`config.mk`:
```
export PLATFORM = sky130hd
export DESIGN_NAME = p2_pool_ctrl
export DESIGN_NICKNAME = d
export VERILOG_FILES = /design/src/rtl/cnn_pkg.sv /design/src/rtl/p2_window_addr.sv /design/src/rtl/p2_pool_ctrl.sv
export SDC_FILE = /design/constraint.sdc
export NUM_CORES = 1
export LEC_CHECK = 0
export CORE_AREA = 2 2 60 62
export CTS_CLUSTER_DIAMETER = 60
export DETAILED_ROUTE_END_ITERATION = 10
export DIE_AREA = 0 0 62 64
export DONT_BUFFER_PORTS = 1
export MAX_ROUTING_LAYER = met4
export PLACE_DENSITY = 0.73
export RECOVER_POWER = 50
export SKIP_CTS_REPAIR_TIMING = 1
export SLEW_MARGIN = 20
export SYNTH_ARGS = -nofsm -noshare
export SYNTH_HDL_FRONTEND = slang
export SYNTH_SLANG_ARGS = --single-unit
```
`constraint.sdc`:
```
create_clock -name clk -period 2.9 [get_ports clk]
set_input_delay 0.58 -clock clk [delete_from_list [all_inputs] [get_ports clk]]
set_output_delay 0.58 -clock clk [all_outputs]
set_load 0.01 [all_outputs]
```
`src/rtl/cnn_pkg.sv`:
```
// Shared CNN package: pooling-2 state encoding, layer dimensions and pixel type.
package cnn_pkg;

    typedef enum logic [2:0] {
        IDLE,
        FETCH,
        DRAIN,
        WRITE,
        DONE
    } p2_state_t;

    localparam int P2_IN_DIM  = 8;
    localparam int P2_OUT_DIM = 4;
    localparam int PIX_W      = 8;

    typedef logic signed [PIX_W-1:0] pixel_t;

endpackage

```
`src/rtl/p2_window_addr.sv`:
```
// Combinational mapping from window (r,c) and pixel index k to input/output memory addresses.
module p2_window_addr
    import cnn_pkg::*;
#(
    parameter int IN_DIM  = P2_IN_DIM,
    parameter int OUT_DIM = P2_OUT_DIM,
    localparam int IW     = $clog2(IN_DIM),
    localparam int OW     = $clog2(OUT_DIM)
) (
    input  logic [OW-1:0]   r,
    input  logic [OW-1:0]   c,
    input  logic [1:0]      k,
    output logic [2*IW-1:0] in_addr,
    output logic [2*OW-1:0] out_addr
);

    // IN_DIM is a power of two and OUT_DIM = IN_DIM/2, so 2r+k[1] is just {r,k[1]}.
    assign in_addr  = {r, k[1], c, k[0]};
    assign out_addr = {r, c};

endmodule

```
`src/rtl/p2_pool_ctrl.sv`:
```
// Pooling-2 sequencer: 2x2 max-pool over the 8x8 conv-2 map into the 4x4 output map.
// Define P2_POOL_CTRL_RELU_EN to clamp negative window maxima to zero on write.
module p2_pool_ctrl
    import cnn_pkg::*;
#(
    parameter int DATA_W  = PIX_W,
    parameter int IN_DIM  = P2_IN_DIM,
    parameter int OUT_DIM = P2_OUT_DIM,
    localparam int IW     = $clog2(IN_DIM),
    localparam int OW     = $clog2(OUT_DIM)
) (
    input  logic                     clk,
    input  logic                     reset,
    input  logic                     start,
    output logic [2*IW-1:0]          in_addr,
    input  logic signed [DATA_W-1:0] in_data,
    output logic [2*OW-1:0]          out_addr,
    output logic signed [DATA_W-1:0] out_data,
    output logic                     out_we,
    output logic                     busy,
    output logic                     done
);

    localparam logic [OW-1:0] LAST = OW'(OUT_DIM - 1);

    p2_state_t                state_q, state_d;
    logic [OW-1:0]            r_q, r_d, c_q, c_d;
    logic [1:0]               k_q, k_d;
    logic signed [DATA_W-1:0] max_q, max_d;
    logic [2*OW-1:0]          out_addr_q, out_addr_d;
    logic signed [DATA_W-1:0] out_data_q, out_data_d;
    logic                     out_we_q, out_we_d;
    logic                     busy_q, busy_d;
    logic                     done_q, done_d;

    logic [2*OW-1:0]          win_out_addr;
    logic signed [DATA_W-1:0] final_max;

    p2_window_addr #(
        .IN_DIM  (IN_DIM),
        .OUT_DIM (OUT_DIM)
    ) u_addr (
        .r        (r_q),
        .c        (c_q),
        .k        (k_q),
        .in_addr  (in_addr),
        .out_addr (win_out_addr)
    );

    // Pixel 3 arrives in DRAIN; the write strobe is registered off this value.
    assign final_max = (in_data > max_q) ? in_data : max_q;

    always_comb begin
        state_d    = state_q;
        r_d        = r_q;
        c_d        = c_q;
        k_d        = k_q;
        max_d      = max_q;
        out_addr_d = out_addr_q;
        out_data_d = out_data_q;
        out_we_d   = 1'b0;
        busy_d     = busy_q;
        done_d     = done_q;
        case (state_q)
            IDLE, DONE: begin
                if (start) begin
                    state_d = FETCH;
                    r_d     = '0;
                    c_d     = '0;
                    k_d     = '0;
                    busy_d  = 1'b1;
                    done_d  = 1'b0;
                end
            end
            FETCH: begin
                if (k_q == 2'd1) begin
                    max_d = in_data;
                end else if (k_q != 2'd0 && in_data > max_q) begin
                    max_d = in_data;
                end
                if (k_q == 2'd3) begin
                    state_d = DRAIN;
                end else begin
                    k_d = k_q + 2'd1;
                end
            end
            DRAIN: begin
                max_d      = final_max;
                out_we_d   = 1'b1;
                out_addr_d = win_out_addr;
`ifdef P2_POOL_CTRL_RELU_EN
                out_data_d = final_max[DATA_W-1] ? '0 : final_max;
`else
                out_data_d = final_max;
`endif
                state_d    = WRITE;
            end
            WRITE: begin
                if (r_q == LAST && c_q == LAST) begin
                    state_d = DONE;
                    busy_d  = 1'b0;
                    done_d  = 1'b1;
                end else begin
                    c_d     = c_q + OW'(1);
                    if (c_q == LAST) begin
                        r_d = r_q + OW'(1);
                    end
                    k_d     = '0;
                    state_d = FETCH;
                end
            end
            default: begin
                state_d = IDLE;
                busy_d  = 1'b0;
            end
        endcase
    end

    always_ff @(posedge clk or posedge reset) begin
        if (reset) begin
            state_q    <= IDLE;
            r_q        <= '0;
            c_q        <= '0;
            k_q        <= '0;
            max_q      <= '0;
            out_addr_q <= '0;
            out_data_q <= '0;
            out_we_q   <= 1'b0;
            busy_q     <= 1'b0;
            done_q     <= 1'b0;
        end else begin
            state_q    <= state_d;
            r_q        <= r_d;
            c_q        <= c_d;
            k_q        <= k_d;
            max_q      <= max_d;
            out_addr_q <= out_addr_d;
            out_data_q <= out_data_d;
            out_we_q   <= out_we_d;
            busy_q     <= busy_d;
            done_q     <= done_d;
        end
    end

    assign out_addr = out_addr_q;
    assign out_data = out_data_q;
    assign out_we   = out_we_q;
    assign busy     = busy_q;
    assign done     = done_q;

endmodule

```
# Yosys cells after proc, flatten, opt, wreduce, memory -nomap -nowiden
# Cells that the tools add are included.
# classes
add_sub_neg	3
magnitude_cmp	1
n_eq_ne	15
mux	24
bitwise	1
n_reduce_logical	16
# op_table
operator	n
8-bit 2-to-1 mux	3
8-bit case mux with 2 select lines	1
2-bit 2-to-1 mux	6
2-bit != test (second input constant)	6
3-bit case mux with 4 select lines	1
3-bit 2-to-1 mux	3
3-bit AND reduction	3
8-bit > comparator	1
2-bit case mux with 2 select lines	2
4-bit AND reduction	2
2-bit by 1-bit adder with 2-bit output (second input constant)	3
2-bit equality test (second input constant)	3
3-bit by 2-bit equality test with 1-bit output (second input constant)	2
2-bit case mux with 3 select lines	1
2-bit nonzero test	3
1-bit 2-to-1 mux	5
2-bit AND reduction	2
2-bit OR reduction	2
3-bit by 1-bit equality test with 1-bit output (second input constant)	1
3-bit equality test (second input constant)	1
3-bit zero test	1
3-bit != test (second input constant)	1
1-bit case mux with 3 select lines	1
3-bit nonzero test	1
other kinds (4)	5
# word_totals
regBits	32
inputBits	11
out_inout_bits	21
elab_cells	70

# Logic depth before layout (Yosys ltp)
# Gate-level depths: netlist of the first run.
# depth
word_depth	5
depth_mapped	8
ltp_nobuf	7

# By module
# A second synthesis of the first run with hierarchy kept.
# unflattened
cells_unflattened	213
hier_area_um2	1965.6
# modules_own_cells
module	instances	cells_per_inst	area_each_um2	seq_area_each_um2
p2_pool_ctrl	1	203	1890.6	800.8
p2_window_addr	1	10	75.1	0.0

# Least setup slack after synthesis of the first run
# Ideal clock, no wire load.
# synth_timing
kind	input-to-reg
from	input in_data[3]
to	register out_data_q[6], in the netlist out_data[6]
setup_time_ps	82
t_arrival_ps	1863
setup_slack_ps	955
cell_stages	6
path_cell_list	ha_1 > a21oi_1 > a211o_1 > buf_2 > nand3_1 > a31oi_1
# synth_via
elab_chain_cells	2
# synth_lines
item	line	text
from (decl)	p2_pool_ctrl.sv:16	input logic signed [DATA_W-1:0] in_data,
8-bit > comparator	p2_pool_ctrl.sv:51	assign final_max = (in_data > max_q) ? in_data : max_q;
8-bit 2-to-1 mux	p2_pool_ctrl.sv:51	
to (signal assigned)	p2_pool_ctrl.sv:138	out_data_q <= out_data_d;
to (decl)	p2_pool_ctrl.sv:31	logic signed [DATA_W-1:0] out_data_q, out_data_d;
# Every way passes these cells.
# A chain may end at the register's enable or synchronous reset.

# Worst setup path after layout of the first run
# layout_timing
from	register max_q[1]
to	register out_data_q[6], in the netlist out_data[6]
# layout_via
elab_chain_cells	2
# layout_lines
item	line	text
from (decl)	p2_pool_ctrl.sv:29	logic signed [DATA_W-1:0] max_q, max_d;
from (signal assigned)	p2_pool_ctrl.sv:136	max_q <= max_d;
8-bit > comparator	p2_pool_ctrl.sv:51	
8-bit 2-to-1 mux	p2_pool_ctrl.sv:51	
# Every way passes these cells.

==> results_dict.tcl, run 1 <==
set metrics [dict create \
    dp.final_hpwl_um 2823 \
    drv_cap 0 \
    max-vdd-ir-drop_uv 502.7 \
    reg2regPathDepth 7 \
    clock.fmax_mhz 460.3 \
    critPathCaptureType "flop" \
    seq_area_frac_synth_pct 41.83 \
    synthesis.instances 206 \
    post-place-cells 243 \
    io_pins 32 \
    yosysWarnings 0 \
    synth_top_flop_cell "dfrtp_1" \
    setup_viol 0 \
    r2r_slack_ns 0.73 \
    cts_tree "yes" \
    cellLeakagePower_nw 0.8680 \
    drv_slew 0 \
    tightest_slew_ns 0.8206 \
    slowest_delay_ns 0.57 \
    crit_cells 7 \
    rsz0062_at_grt "false" \
    ant_nets 0 \
    routedWlPerCell_um 15.92 \
    drc 0 \
    postSynthAreaPerCell_um2 9.293 \
    crit_family "compound AO/OA/AOI/OAI gates" \
    design.die.area_um2 3968 \
    seq_area_um2 800.8 \
    dpl_cell_area_um2 1926 \
    hold_class "in2reg" \
    outcome "finished, final reports clean" \
    relSlewSlack_pct 45.06 \
    design_area_um2 2001 \
    syn-num-nets 228 \
    worst_skew_pair.late_latency_ns 0.33 \
    start_util_pct 58.29 \
    arrival_ns 2.42 \
    grt_pass1_wl_um 6479 \
    crit_type "reg2reg" \
    multiInputGateArea_um2 996.0 \
    n_antenna_cell 0 \
    ys_types 39 \
    place.gp.congestion 0.8748 \
    worstHoldPathCells 1 \
    die_w_um 62 \
    instances_no_fill 251 \
    async_flop_share_pct 100.0 \
    row_count 21 \
    grt_max_degree 32 \
    clkSinkCount 32 \
    cts.path.max_buffers 2 \
    drive_gt1_share_pct 10.24 \
    nets 227 \
    worst_hold_slack_ns 0.3318 \
    portBuffers 0 \
    n_fill_cell 275 \
    cpMaxStageDelayCell "a211oi_4" \
    viasPerCell 6.251 \
    min_period_ns 2.173 \
    grt-ovfl-total 0 \
    cts-root-buf "clkbuf_4" \
    place_ws_ns 0.6572 \
    fin_ws_ns 0.7274 \
    grt_pass1_vias 1448 \
    clk_pin_slew_ns 0.11 \
    cp.buffers_inverters 1 \
    crit_fanout 16 \
    worstPathCellList "inv_1 -> ha_1 -> nor2b_1 -> o211ai_2 -> a211oi_4 -> o21ai_0 -> a31oi_1" \
    synth_edf_count 0 \
    wirelength_um 3997 \
    ys_seq_elements 32 \
    track_usage_pct 22.56 \
    cts_made_buffers 5 \
    vias 1569 \
    worstSetupStartpointType "flop" \
    area_delta_synth_final_pct 4.510 \
    crit_required_ns 3.15 \
    powerDensity_nw_per_um2 1122 \
    core_um2 3284 \
    skew_ns 0.01715 \
    timing_hold_violations_final 0 \
    setup_tns_ns 0 \
    drt_iter0_markers 114 \
    period_share_pct 74.92 \
    cts.htree.levels 2 \
    die_h_um 64 \
    drt_pass1_iterations 5 \
    synthesis.area_um2 1914 \
    antenna_found_initial 0 \
]
flip-flops by register name (all words and copies together) (netlist names):
register / count
c_q: 2
out_addr: 4
out_data: 8
r_q: 2
done: 1
k_q: 2
busy: 1
max_q: 8
out_we: 1
state_q: 3
cells in the mapped netlist, drive strengths merged, types with 2 or more instances:
library cell / n / area share (%)
dfrtp: 32 / 42
nand3: 30 / 7.8
nor2: 21 / 4.1
inv: 15 / 2.9
o21ai: 13 / 3.4
ha: 11 / 7.2
buf: 10 / 3.3
o211ai: 10 / 4.2
a31oi: 9 / 2.9
nand2: 9 / 1.8
a21oi: 8 / 2.1
a22oi: 8 / 3.1
mux2: 4 / 2.4
nor2b: 3 / 0.98
and4: 2 / 0.92
nand2b: 2 / 1.0
nand4: 2 / 1.4
nor3: 2 / 0.52
logic make-up after synthesis:
family          after synthesis  share of synthesized area [%]
fa+ha+maj                    11                          7.189
simple gates                 76                          21.50
mux                           4                          2.353
compound gates               57                          20.72
buf+inv                      26                          6.404
flops                        32                          41.83
stage by stage:
stage | power (W) | utilization (%)
floorplan | 0.001769 | -
global placement | 0.001899 | 58.63
detailed placement | 0.001958 | 58.63
CTS | 0.002240 | 60.61
global route | 0.002449 | 60.91
finish | 0.002244 | 60.91
final cells by class:
cell class,instances,share of cell area [%]
Multi-Input combinational cell,148,49.78
Clock buffer,7,3.252
Timing Repair Buffer,3,1.251
Tap cell,46,2.877
Inverter,15,2.814
Sequential cell,32,40.02
path summary, 6_finish.rpt:
kind,from,to
worst min-delay path,start,state_q[2]$_DFFE_PP0P_
worst max-delay path,max_q[1]$_DFFE_PP0P_,out_data[6]$_DFFE_PP0P_
worst max register to register,max_q[1]$_DFFE_PP0P_,out_data[6]$_DFFE_PP0P_
max in group asynchronous,reset,out_data[3]$_DFFE_PP0P_
worst min register to register,max_q[3]$_DFFE_PP0P_,out_data[3]$_DFFE_PP0P_
min in group asynchronous,reset,out_we$_DFF_PP0_
where the power goes:
| group | total [W] | switching, W | internal [W] |
|---|---|---|---|
| Sequential | 0.000815 | 0.000200 | 0.000615 |
| Clock | 0.000286 | 0.000149 | 0.000137 |
| Combinational | 0.00114 | 0.000696 | 0.000448 |
| Total | 0.00224 | 0.00104 | 0.00120 |
metal layers:
metal	track usage (%)	vias to the layer above	share of wire, %
met3	7.692	4	10
met2	28.78	74	44
met4	9.309	0	0.95
met1	32.34	740	45
met5	-	-	0
li1	-	751	-
layout by cell type (no fill, tap or decap), drive strengths merged, types with 9 or more instances in the layout:
master	n
dfrtp	32
nand3	30
nor2	21
inv	15
o21ai	13
ha	11
o211ai	10
a31oi	9
nand2	9
Note: power is estimated with default switching activity, not from simulation.
==> run 2, diff against run 1 <==
clock period = 2 ns   (was 2.9 ns; I/O delays follow)
==> run 2 against run 1 <==
Compared with the run above:
- worst hold slack lost 0.20 ns
- design area increased by 4.0%
- utilization up 2.4 points
- combinational power is 61% higher
- non-clock buffer count rose by 9
- critical path depth unchanged
- clock power rose by 44%
- register-to-register slack worse by 0.64 ns
- via count increased by 3.3%
- clock skew is 0.0049 ns lower
- clock-buffer cell count stayed put
- highest routed layer unchanged
==> results_dict.tcl, run 2 (same netlist as run 1, synthesis figures left out) <==
set metrics [dict create \
    outcome "finished, final reports clean" \
    cts_made_buffers 5 \
    drc 0 \
    crit_type "reg2reg" \
    instances_no_fill 260 \
    n_fill_cell 285 \
    grt_pass1_wl_um 6955 \
    cts.htree.levels 2 \
    clk_pin_slew_ns 0.10 \
    die_h_um 64 \
    portBuffers 0 \
    crit_fanout 15 \
    clkSinkCount 32 \
    drive_gt1_share_pct 14.49 \
    n_antenna_cell 0 \
    drt_iter0_markers 129 \
    die_w_um 62 \
    max-vdd-ir-drop_uv 720.7 \
    tightest_slew_ns 0.6321 \
    final_cell_mix "dfrtp_1 (32), nand3_1 (30), nor2_1 (21)" \
    skew_ns 0.01225 \
    area_delta_synth_final_pct 8.693 \
    grt_pass1_vias 1493 \
    crit_family "compound AO/OA/AOI/OAI gates" \
    nets 236 \
    powerDensity_nw_per_um2 1648 \
    hold_class "in2reg" \
    start_util_pct 58.29 \
    worst_skew_pair.late_latency_ns 0.34 \
    io_pins 32 \
    wirelength_um 4328 \
    crit_required_ns 2.22 \
    track_usage_pct 23.92 \
    design.die.area_um2 3968 \
    grt_max_degree 27 \
    worstSetupStartpointType "flop" \
    row_count 21 \
    p_total_w 0.003429 \
    dpl_cell_area_um2 1971 \
    viasPerCell 6.231 \
    cp.buffers_inverters 2 \
    critPathCaptureType "flop" \
    design_area_um2 2081 \
    arrival_ns 2.14 \
    clock.fmax_mhz 522.0 \
    min_period_ns 1.916 \
    slowest_delay_ns 0.42 \
    post-place-cells 249 \
    dp.final_hpwl_um 3126 \
    antenna_found_initial 0 \
    layout_commonest_cell "dfrtp_1" \
    drv_cap 0 \
    cts_tree "yes" \
    place.gp.congestion 0.8781 \
    cts-root-buf "clkbuf_4" \
    place_ws_ns 0.1283 \
    core_um2 3284 \
    vias 1620 \
    period_share_pct 95.79 \
    drt_pass1_iterations 5 \
    routedWlPerCell_um 16.65 \
    ant_nets 0 \
    grt-ovfl-total 0 \
    relSlewSlack_pct 57.86 \
    cts.path.max_buffers 2 \
    cpMaxStageDelayCell "ha_1" \
    cellLeakagePower_nw 0.9172 \
    setup_viol 0 \
    worstPathCellList "inv_1 -> ha_1 -> nand4_4 -> o221a_4 -> buf_4 -> o211ai_1 -> nand3_1" \
    timing_hold_violations_final 0 \
    drv_slew 0 \
    fin_ws_ns 0.08411 \
]
==> run 2: layout make-up <==
type / instances / area [um2] / share of cell area (%)
clock buffers: 7 / 65.06 / 3.127
well taps: 46 / 57.56 / 2.766
flip-flops and latches: 32 / 800.8 / 38.48
repair buffers: 12 / 93.84 / 4.510
inverters: 15 / 56.30 / 2.706
multi-input cells: 148 / 1007 / 48.41
==> run 2: path summary, 6_finish.rpt <==
check,start,end,slack [ns],depth (start not counted)
setup / recovery,max_q[7]$_DFFE_PP0P_,max_q[0]$_DFFE_PP0P_,0.08,7
hold / removal,start,state_q[2]$_DFFE_PP0P_,0.13,1
setup reg to reg,max_q[7]$_DFFE_PP0P_,max_q[0]$_DFFE_PP0P_,0.08,7
hold reg to reg,max_q[2]$_DFFE_PP0P_,out_data[2]$_DFFE_PP0P_,0.57,2
max in group asynchronous,reset,out_data[3]$_DFFE_PP0P_,0.67,3
min in group asynchronous,reset,max_q[5]$_DFFE_PP0P_,0.43,2
==> run 2: through the flow <==
| step | TNS (ns) | hold slack, ns | utilization [%] |
|---|---|---|---|
| final | 0 | 0.1334 | 63.35 |
| after detailed placement | 0 | 0.2368 | 60.00 |
| after CTS | 0 | -0.1295 | 61.98 |
| after global placement | 0 | 0.2349 | 60.00 |
| after floorplan | 0 | 0.4840 | - |
| after global routing | -0.02657 | 0.1208 | 63.35 |
==> run 2: per-layer routing <==
layer	global-route usage, %	vias up	wire length, um
li1	-	766	-
met1	32.78	774	1796
met2	32.68	72	1981
met3	9.109	8	470
met4	7.181	0	79
met5	-	-	0
==> run 2: where the power goes <==
| part | total, W | internal, W | switching, W | leakage [nW] |
|---|---|---|---|---|
| combinational | 0.00183 | 0.000767 | 0.00107 | 0.492 |
| clock | 0.000412 | 0.000199 | 0.000213 | 0.0374 |
| sequential | 0.00119 | 0.000891 | 0.000294 | 0.387 |
==> run 3, diff against run 2 <==
CAP_MARGIN = 10   (was default)
SLEW_MARGIN = default   (was 20)
==> results of run 3 <==
The final DEF is identical to that of run 2; final timing and power are the same.
